==> config.mk <==
export PLATFORM = sky130hd
export DESIGN_NAME = snoop_bus_ctrl
export DESIGN_NICKNAME = d
export VERILOG_FILES = /design/src/rtl/snoop_bus_ctrl.sv
export SDC_FILE = /design/constraint.sdc
export NUM_CORES = 1
export LEC_CHECK = 0
export CAP_MARGIN = 20
export CORE_UTILIZATION = 30
export CTS_CLUSTER_SIZE = 12
export DETAILED_ROUTE_END_ITERATION = 6
export HOLD_SLACK_MARGIN = 0.06
export PLACE_DENSITY_LB_ADDON = 0.2
export SLEW_MARGIN = 20
export SYNTH_ARGS = -nofsm -noshare
export SYNTH_HDL_FRONTEND = slang
export SYNTH_SLANG_ARGS = --single-unit
==> constraint.sdc <==
create_clock -name clk -period 2.2 [get_ports clk]
set_input_delay 0.22 -clock clk [delete_from_list [all_inputs] [get_ports clk]]
set_output_delay 0.22 -clock clk [all_outputs]
set_load 0.1 [all_outputs]
==> src/rtl/snoop_bus_ctrl.sv <==
// snoop_bus_ctrl: two-core snooping bus controller.
// Arbitrates one owner at a time. The owner's op is run through SNOOP and then
// XFER (cache-to-cache), MEM (unified memory) or straight to DONE.
// Optional feature: define SNOOP_BUS_TIMEOUT_EN to bound the MEM wait with an
// 8-bit counter that raises bus_err and aborts to DONE.
//
// Handshake: request bits are level signals. A core holds them until its
// transaction finishes, which is marked by grant dropping in the IDLE cycle
// after DONE. Requests are only sampled in IDLE. grant is the acknowledgement.
// u_rdy is the memory's ready signal and is only looked at in MEM.
module snoop_bus_ctrl (
  input  logic        clk,
  input  logic        rst_n,
  input  logic [1:0]  read_miss,
  input  logic [1:0]  write_miss,
  input  logic [1:0]  invalidate,
  input  logic [1:0]  mem_req,
  input  logic [12:0] addr0,
  input  logic [12:0] addr1,
  input  logic [1:0]  found,
  input  logic [15:0] snoop_data0,
  input  logic [15:0] snoop_data1,
  input  logic        u_rdy,
  output logic [1:0]  grant,
  output logic [1:0]  cpu_search,
  output logic [10:0] BOCI,
  output logic [15:0] other_proc_data,
  output logic [1:0]  cpu_datasel0,
  output logic [1:0]  cpu_datasel1,
  output logic [1:0]  cpu_dmem_permission,
  output logic        bus_err,
  output logic [2:0]  dbg_state
);

  typedef enum logic [2:0] {
    S_IDLE  = 3'd0,
    S_ARB   = 3'd1,
    S_SNOOP = 3'd2,
    S_XFER  = 3'd3,
    S_MEM   = 3'd4,
    S_DONE  = 3'd5
  } state_t;

  typedef enum logic [1:0] {
    OP_RM  = 2'd0,
    OP_WM  = 2'd1,
    OP_INV = 2'd2,
    OP_MEM = 2'd3
  } op_t;

  state_t      r_state;
  state_t      w_next;
  logic        r_ptr;
  logic        r_owner;
  op_t         r_op;
  logic [10:0] r_boci;
  logic [15:0] r_sdata;

  logic [1:0]  w_req;
  logic        w_arb_owner;
  op_t         w_arb_op;
  logic [12:0] w_arb_addr;
  logic        w_other;
  logic        w_oth_found;
  logic [15:0] w_oth_data;
  logic [1:0]  w_own_oh;
  logic [1:0]  w_oth_oh;
  logic [1:0]  w_own_dsel;
  logic        w_tmo;
  logic        w_unused_addr_lsbs;

  // Word-offset bits of the addresses do not take part in the line index.
  assign w_unused_addr_lsbs = ^{addr0[1:0], addr1[1:0]};

  assign w_req    = read_miss | write_miss | invalidate | mem_req;
  assign w_other  = ~r_owner;
  assign w_own_oh = r_owner ? 2'b10 : 2'b01;
  assign w_oth_oh = ~w_own_oh;
  assign dbg_state = r_state;

  // The non-owner answers the snoop; its response is what gets forwarded.
  assign w_oth_found = found[w_other];
  assign w_oth_data  = r_owner ? snoop_data0 : snoop_data1;

  // Arbitration and op decode on the IDLE requests.
  always_comb begin
    w_arb_owner = r_ptr;
    if (w_req == 2'b01) begin
      w_arb_owner = 1'b0;
    end else if (w_req == 2'b10) begin
      w_arb_owner = 1'b1;
    end
    w_arb_op = OP_MEM;
    if (invalidate[w_arb_owner]) begin
      w_arb_op = OP_INV;
    end else if (write_miss[w_arb_owner]) begin
      w_arb_op = OP_WM;
    end else if (read_miss[w_arb_owner]) begin
      w_arb_op = OP_RM;
    end
    w_arb_addr = w_arb_owner ? addr1 : addr0;
  end

`ifdef SNOOP_BUS_TIMEOUT_EN
  logic [7:0] r_cnt;

  // The timeout fires once the counter has reached 255 while still in MEM.
  assign w_tmo = (r_state == S_MEM) && (r_cnt == 8'hFF);

  // MEM wait counter: cleared on MEM entry, counts cycles without u_rdy.
  always_ff @(posedge clk or negedge rst_n) begin
    if (!rst_n) begin
      r_cnt <= 8'd0;
    end else if ((r_state != S_MEM) && (w_next == S_MEM)) begin
      r_cnt <= 8'd0;
    end else if ((r_state == S_MEM) && !u_rdy && !w_tmo) begin
      r_cnt <= r_cnt + 8'd1;
    end
  end
`else
  assign w_tmo = 1'b0;
`endif

  // State register.
  always_ff @(posedge clk or negedge rst_n) begin
    if (!rst_n) begin
      r_state <= S_IDLE;
    end else begin
      r_state <= w_next;
    end
  end

  // Transaction context: the owner, op and line index are captured on the
  // edge into ARB so that grant and BOCI are already valid during ARB.
  // The snoop word is captured on the edge that leaves SNOOP.
  // The pointer moves to the non-owner as DONE completes.
  always_ff @(posedge clk or negedge rst_n) begin
    if (!rst_n) begin
      r_ptr   <= 1'b0;
      r_owner <= 1'b0;
      r_op    <= OP_RM;
      r_boci  <= 11'd0;
      r_sdata <= 16'd0;
    end else begin
      if ((r_state == S_IDLE) && (w_req != 2'b00)) begin
        r_owner <= w_arb_owner;
        r_op    <= w_arb_op;
        r_boci  <= w_arb_addr[12:2];
      end
      if (r_state == S_SNOOP) begin
        r_sdata <= w_oth_data;
      end
      if (r_state == S_DONE) begin
        r_ptr <= w_other;
      end
    end
  end

  // Next-state logic. The hit/miss decision uses the same found value that
  // is current on the edge leaving SNOOP.
  always_comb begin
    w_next = r_state;
    case (r_state)
      S_IDLE: begin
        if (w_req != 2'b00) begin
          w_next = S_ARB;
        end
      end
      S_ARB: begin
        w_next = (r_op == OP_MEM) ? S_MEM : S_SNOOP;
      end
      S_SNOOP: begin
        if (r_op == OP_INV) begin
          w_next = S_DONE;
        end else if (w_oth_found) begin
          w_next = S_XFER;
        end else begin
          w_next = S_MEM;
        end
      end
      S_XFER: begin
        w_next = S_DONE;
      end
      S_MEM: begin
        if (w_tmo || u_rdy) begin
          w_next = S_DONE;
        end
      end
      S_DONE: begin
        w_next = S_IDLE;
      end
      default: begin
        w_next = S_IDLE;
      end
    endcase
  end

  // Outputs are decoded from the state and the captured context.
  always_comb begin
    grant               = 2'b00;
    cpu_search          = 2'b00;
    BOCI                = 11'd0;
    other_proc_data     = 16'd0;
    cpu_dmem_permission = 2'b00;
    bus_err             = 1'b0;
    w_own_dsel          = 2'b11;
    if (r_state != S_IDLE) begin
      grant = w_own_oh;
      BOCI  = r_boci;
    end
    case (r_state)
      S_SNOOP: begin
        cpu_search = w_oth_oh;
      end
      S_XFER: begin
        other_proc_data = r_sdata;
        w_own_dsel      = 2'b01;
      end
      S_MEM: begin
        cpu_dmem_permission = w_own_oh;
        w_own_dsel          = 2'b00;
        bus_err             = w_tmo;
      end
      default: begin
      end
    endcase
    cpu_datasel0 = r_owner ? 2'b11 : w_own_dsel;
    cpu_datasel1 = r_owner ? w_own_dsel : 2'b11;
  end

endmodule
==> results of run 1 <==
## cell families (layout without fill, tap and decap cells)
group,Yosys count,count (layout)
and+or+nand+nor,83,83
other,1,1
AOI/OAI and AO/OA,42,42
adders and majority gates,1,1
muxes,31,31
buffers and inverters,22,128
DFF,34,34
## synthesized netlist by cell type
cell type and number:
nand2_1 4, mux2_2 1, buf_4 1, a211oi_1 2, and2_1 1, or4_1 1, buf_2 4, or2_2 2
dfrtp_1 34, and3_1 17, nor2_1 34, a21oi_1 31, buf_6 1, conb_1 1, nor2b_1 16, o22ai_1 1
o21ai_0 6, or4_4 1, mux2i_1 29, nor3_1 2, nand3b_1 1, clkbuf_1 10, nor3b_1 1, nand2b_1 2
inv_1 5, mux2_4 1, o211a_1 1, a22oi_1 1, maj3_2 1, buf_1 1, nor4_1 1
## cell type report
cell class / count / area, sq um / share of cell area (%)
repair buffers: 116 / 1521 / 41.25
inverters: 5 / 26.28 / 0.7123
clock buffers: 7 / 76.32 / 2.069
multi-input cells: 158 / 1114 / 30.19
well taps: 75 / 93.84 / 2.544
flip-flops and latches: 34 / 857.1 / 23.24
## metal layers
metal / track usage (%) / share of wire (%) / routed length (um)
met3: 5.604 / 6.4 / 339
met2: 29.01 / 53 / 2780
met5: 0 / 0 / 0
met4: 4.211 / 0.95 / 50
met1: 19.34 / 40 / 2101
## worst max-delay path, delay by kind of cell, from the launching register on
kind,cells,cell delay (ns)
flops,1,0.60
buf+inv,2,0.24
simple gates,3,0.63
## state kept, by name (all words and copies together) (netlist names)
register / count
r_owner: 1
r_ptr: 1
r_boci: 11
r_op: 2
dbg_state: 3
r_sdata: 16
## stage by stage
stage | hold slack (ns) | instance area, sq um
final | 0.4293 | 3689
after global routing | 0.4565 | 3689
after CTS | 0.4397 | 3689
after detailed placement | 0.2063 | 3602
after global placement | 0.2095 | 3602
after floorplan | -0.07559 | 2071
## worst max path at each step
stage	endpoint	from	slack (ns)
floorplan	BOCI[0]	dbg_state[0]	0.02
global placement	r_op[0]	write_miss[1]	0.06
detailed placement	r_op[0]	write_miss[1]	0.007
CTS	cpu_datasel0[1]	dbg_state[0]	0.20
global route	other_proc_data[8]	dbg_state[2]	0.1
finish	cpu_dmem_permission[0]	dbg_state[0]	0.22
==> impl_metrics.json, run 1 <==
{
  "status": "complete, no violations",
  "drtPass1Iterations": 4,
  "cts_tree": "yes",
  "reg2reg_depth": 3,
  "fin_tns_setup_ns": 0,
  "layout_commonest_cell": "clkdlybuf4s50_1",
  "dieArea_sq_um": 6777,
  "cp_slowest_cell": "dfrtp_4",
  "setup_viol": 0,
  "clk_pin_slew_ns": 0.07,
  "nNetsFinal": 391,
  "grt_start_max_net_pins": 33,
  "clockBufferDepth": 2,
  "cts_hold_buf": 1,
  "yosys.area.top_type_share_pct": 43.96,
  "io_pins": 112,
  "gp_congestion": 0.7404,
  "area_growth_pct": 90.56,
  "r2r_slack_ns": 0.37,
  "hold_viol_final": 0,
  "place_inst": 387,
  "fin_util_pct": 60.86,
  "slew_violations": 0,
  "grt_pass1_vias": 1802,
  "core_sq_um": 6061,
  "max_freq_mhz": 505.4,
  "cp_max_fo": 27,
  "max_stage_delay_ns": 0.60,
  "drive_gt1_share_pct": 30.00,
  "worstPathArrival_ns": 1.76,
  "htreeDepth": 2,
  "start_util_pct": 31.94,
  "num_vias": 1891,
  "antenna_found_initial": 0,
  "synth_xor_area_share_pct": 0,
  "portBuffers": 106,
  "grt_pass1_wl_um": 8328,
  "muxShareOfSynthArea_pct": 16.35,
  "cts_setup_buffers": 0,
  "clock_sinks": 34,
  "totalWireLength_um": 5272,
  "rsz0062_at_grt": "false",
  "cts_root_buffer": "clkbuf_8",
  "cts_resized": 0,
  "synth_top_family_by_area": "simple AND/OR/NAND/NOR gates",
  "finalNonFillerCells": 395,
  "dp.final_hpwl_um": 4196,
  "clkLatencyLatePin_ns": 0.28,
  "syn_avg_cell_area_sq_um": 9.045,
  "insertedDiodeCount": 0,
  "worst_pin_slew_ns": 0.5804,
  "synthAdderAreaFrac_pct": 0.5818,
  "post-place-ws_ns": 0.007101,
  "ant_nets": 0,
  "timing_worst_setup_path_type": "reg -> out",
  "max_cap_violations": 0,
  "vias_per_cell": 4.787,
  "crit_chain": "nor2_1 > nand2_1 > or2_4 > clkinvlp_4 > buf_12",
  "hold_class": "in -> async",
  "critPathCaptureType": "output pin",
  "cts_buffers": 5,
  "worst-endpoint-required_ns": 1.98,
  "row_count": 28,
  "synth-compound-area-share_pct": 11.57,
  "die_x_um": 82.33,
  "yosys_warnings": 0,
  "synth.distinct_cells": 31,
  "dr.first_iter.drc_count": 83,
  "ys_seq_area_share_pct": 43.96,
  "syn_area_sq_um": 1936,
  "grt_overflow": 0,
  "drc": 0,
  "synth_area_leader_cell": "dfrtp_1",
  "start_kind": "register",
  "clock_skew_ns": 0.005042,
  "die_h_um": 82.33,
  "synth_area_leaders": "dfrtp_1 44%, mux2i_1 15%, a21oi_1 8.0%",
  "r2r-end": "r_owner",
  "synth_cells": 214,
  "period_needed_ns": 1.979,
  "syn_nets": 285,
  "avgRoutedWirePerCell_um": 13.35,
  "layout_setup_ws_ns": 0.2214,
  "slew_headroom_pct": 61.13,
  "yosys.area_share.simple_pct": 22.24,
  "ys_seq_elements": 34,
  "layout_common_cells": "65 x clkdlybuf4s50_1, 39 x buf_12, 32 x nor2_1",
  "grtUsageTotal_pct": 16.58,
  "worst_r2r_startpoint": "dbg_state[0]",
  "fin_crit_sh_pct": 89.94,
  "num-fill-cells": 527
}
Power of run 1 is left out: the tool's default activity adds up to more than one toggle a clock period on the data nets, which glitch-free logic cannot reach.
==> run 2: changes to the inputs <==
CORE_ASPECT_RATIO = 0.5   (was default)
CORE_UTILIZATION = 38   (was 30)
SKIP_CTS_REPAIR_TIMING = 1   (was default)
==> run 2 against run 1 <==
  * The run now ends with negative hold slack left
  * Register-to-register slack better by 0.09 ns
  * Final cell count down 2.3%
  * Clock skew barely moved
  * Worst hold slack got worse by 0.43 ns
  * Core utilization increased by 19 points
  * Die area is 20% lower
  * Wire length rose by 8.1%
  * Sequential cell count unchanged
  * Maximum frequency fell by 0.99%
  * Global-route usage increased by 5.8 points
  * Final area hardly changed
  * First-iteration DRC count down 6.0%
  * Critical endpoint is now BOCI[10]
==> impl_metrics.json, run 2 (same netlist as run 1, synthesis figures left out) <==
{
  "status": "finished with violations",
  "violations": "negative hold slack",
  "dpl-instance-area_sq_um": 3578,
  "start_util_pct": 41.74,
  "drc": 0,
  "nNetsFinal": 390,
  "dieArea_sq_um": 5400,
  "row_count": 17,
  "io_pins": 112,
  "slew_headroom_pct": 49.91,
  "setup_viol": 0,
  "final_cell_area_sq_um": 3687,
  "slew_violations": 0,
  "antenna_found_initial": 0,
  "grt_overflow": 0,
  "critPathCaptureType": "output pin",
  "drtPass1Iterations": 4,
  "clkLatencyLatePin_ns": 0.28,
  "start_kind": "register",
  "avgRoutedWirePerCell_um": 14.76,
  "insertedDiodeCount": 0,
  "worst_pin_slew_ns": 0.7513,
  "worstPathArrival_ns": 1.78,
  "layout_common_cells": "65 x clkdlybuf4s50_1, 38 x buf_12, 32 x nor2_1",
  "portBuffers": 106,
  "core_sq_um": 4637,
  "clockBufferDepth": 2,
  "period_needed_ns": 1.998,
  "grt_start_max_net_pins": 35,
  "vias_per_cell": 5.078,
  "worst-endpoint-required_ns": 1.98,
  "dp.final_hpwl_um": 4464,
  "timing.hold.ws_ns": -0.001684,
  "grt_pass1_wl_um": 9059,
  "cts_tree": "yes",
  "clk_pin_slew_ns": 0.07,
  "ant_nets": 0,
  "cts_buffers": 5,
  "largest_register_ff_count": 16,
  "rsz0062_at_grt": "false",
  "fin_crit_sh_pct": 90.83,
  "clock_skew_ns": 0.005140,
  "htreeDepth": 2,
  "timing_worst_setup_path_type": "reg -> out",
  "die_h_um": 52.47,
  "grtUsageTotal_pct": 22.42,
  "fin_tns_setup_ns": 0,
  "max_cap_violations": 0,
  "layout_commonest_cell": "clkdlybuf4s50_1",
  "cp_max_fo": 27,
  "hold_viol_final": 2,
  "die_x_um": 102.9,
  "gp_congestion": 0.7741,
  "drive_gt1_share_pct": 30.94,
  "num_vias": 1960,
  "max_freq_mhz": 500.4,
  "grt_pass1_vias": 2011,
  "dr.first_iter.drc_count": 78,
  "totalWireLength_um": 5699,
  "cts_root_buffer": "clkbuf_8",
  "hold_class": "in -> async",
  "largest_register": "r_sdata",
  "clock_sinks": 34,
  "area_growth_pct": 90.50
}
-- run 2: area by class of cell --
class,instances,area (sq um)
fill,315,949.7
sequential,34,857.1
clock inverter,3,40.04
inverter,5,26.28
timing repair buffer,115,1499
multi-input combinational,158,1114
clock buffer,5,68.82
tap,66,82.58
-- run 2: worst max-delay path, cell delays in order, from the launching register on --
cell and delay [ns]:
dfrtp_4 0.61, nor3_2 0.23, buf_4 0.37, nor2b_2 0.11, buf_12 0.18
-- run 2: path summary, 6_finish.rpt --
path	slack [ns]	from	endpoint	cells past startpoint
min in group clk	0.53	r_boci[0]	r_boci[0]	2
max in group asynchronous	1.64	rst_n	dbg_state[0]	1
worst max register to register	0.46	dbg_state[0]	r_op[1]	5
worst max-delay path	0.20	dbg_state[0]	BOCI[10]	4
worst min-delay path	-0.002	rst_n	r_boci[0]	1
worst min register to register	0.53	r_boci[0]	r_boci[0]	2
-- run 2: stage by stage --
step	worst slack, ns	hold slack [ns]	utilization (%)	std cells
6_report	0.2016	-0.001684	79.52	386
3_3_place_gp	0.07577	0.3309	77.17	378
4_1_cts	0.1796	0.01946	79.52	386
3_5_place_dp	0.007655	0.3322	77.17	378
5_1_grt	0.08413	0.06319	79.52	386
2_1_floorplan	0.01611	-0.07559	-	214
-- run 2: routing by layer --
layer | share of wire, % | track usage (%)
met5 | 0 | 0
met3 | 6.9 | 6.667
met2 | 52 | 42.33
met4 | 1.4 | 7.512
met1 | 40 | 24.33
Power of run 2 is left out for the same reason.
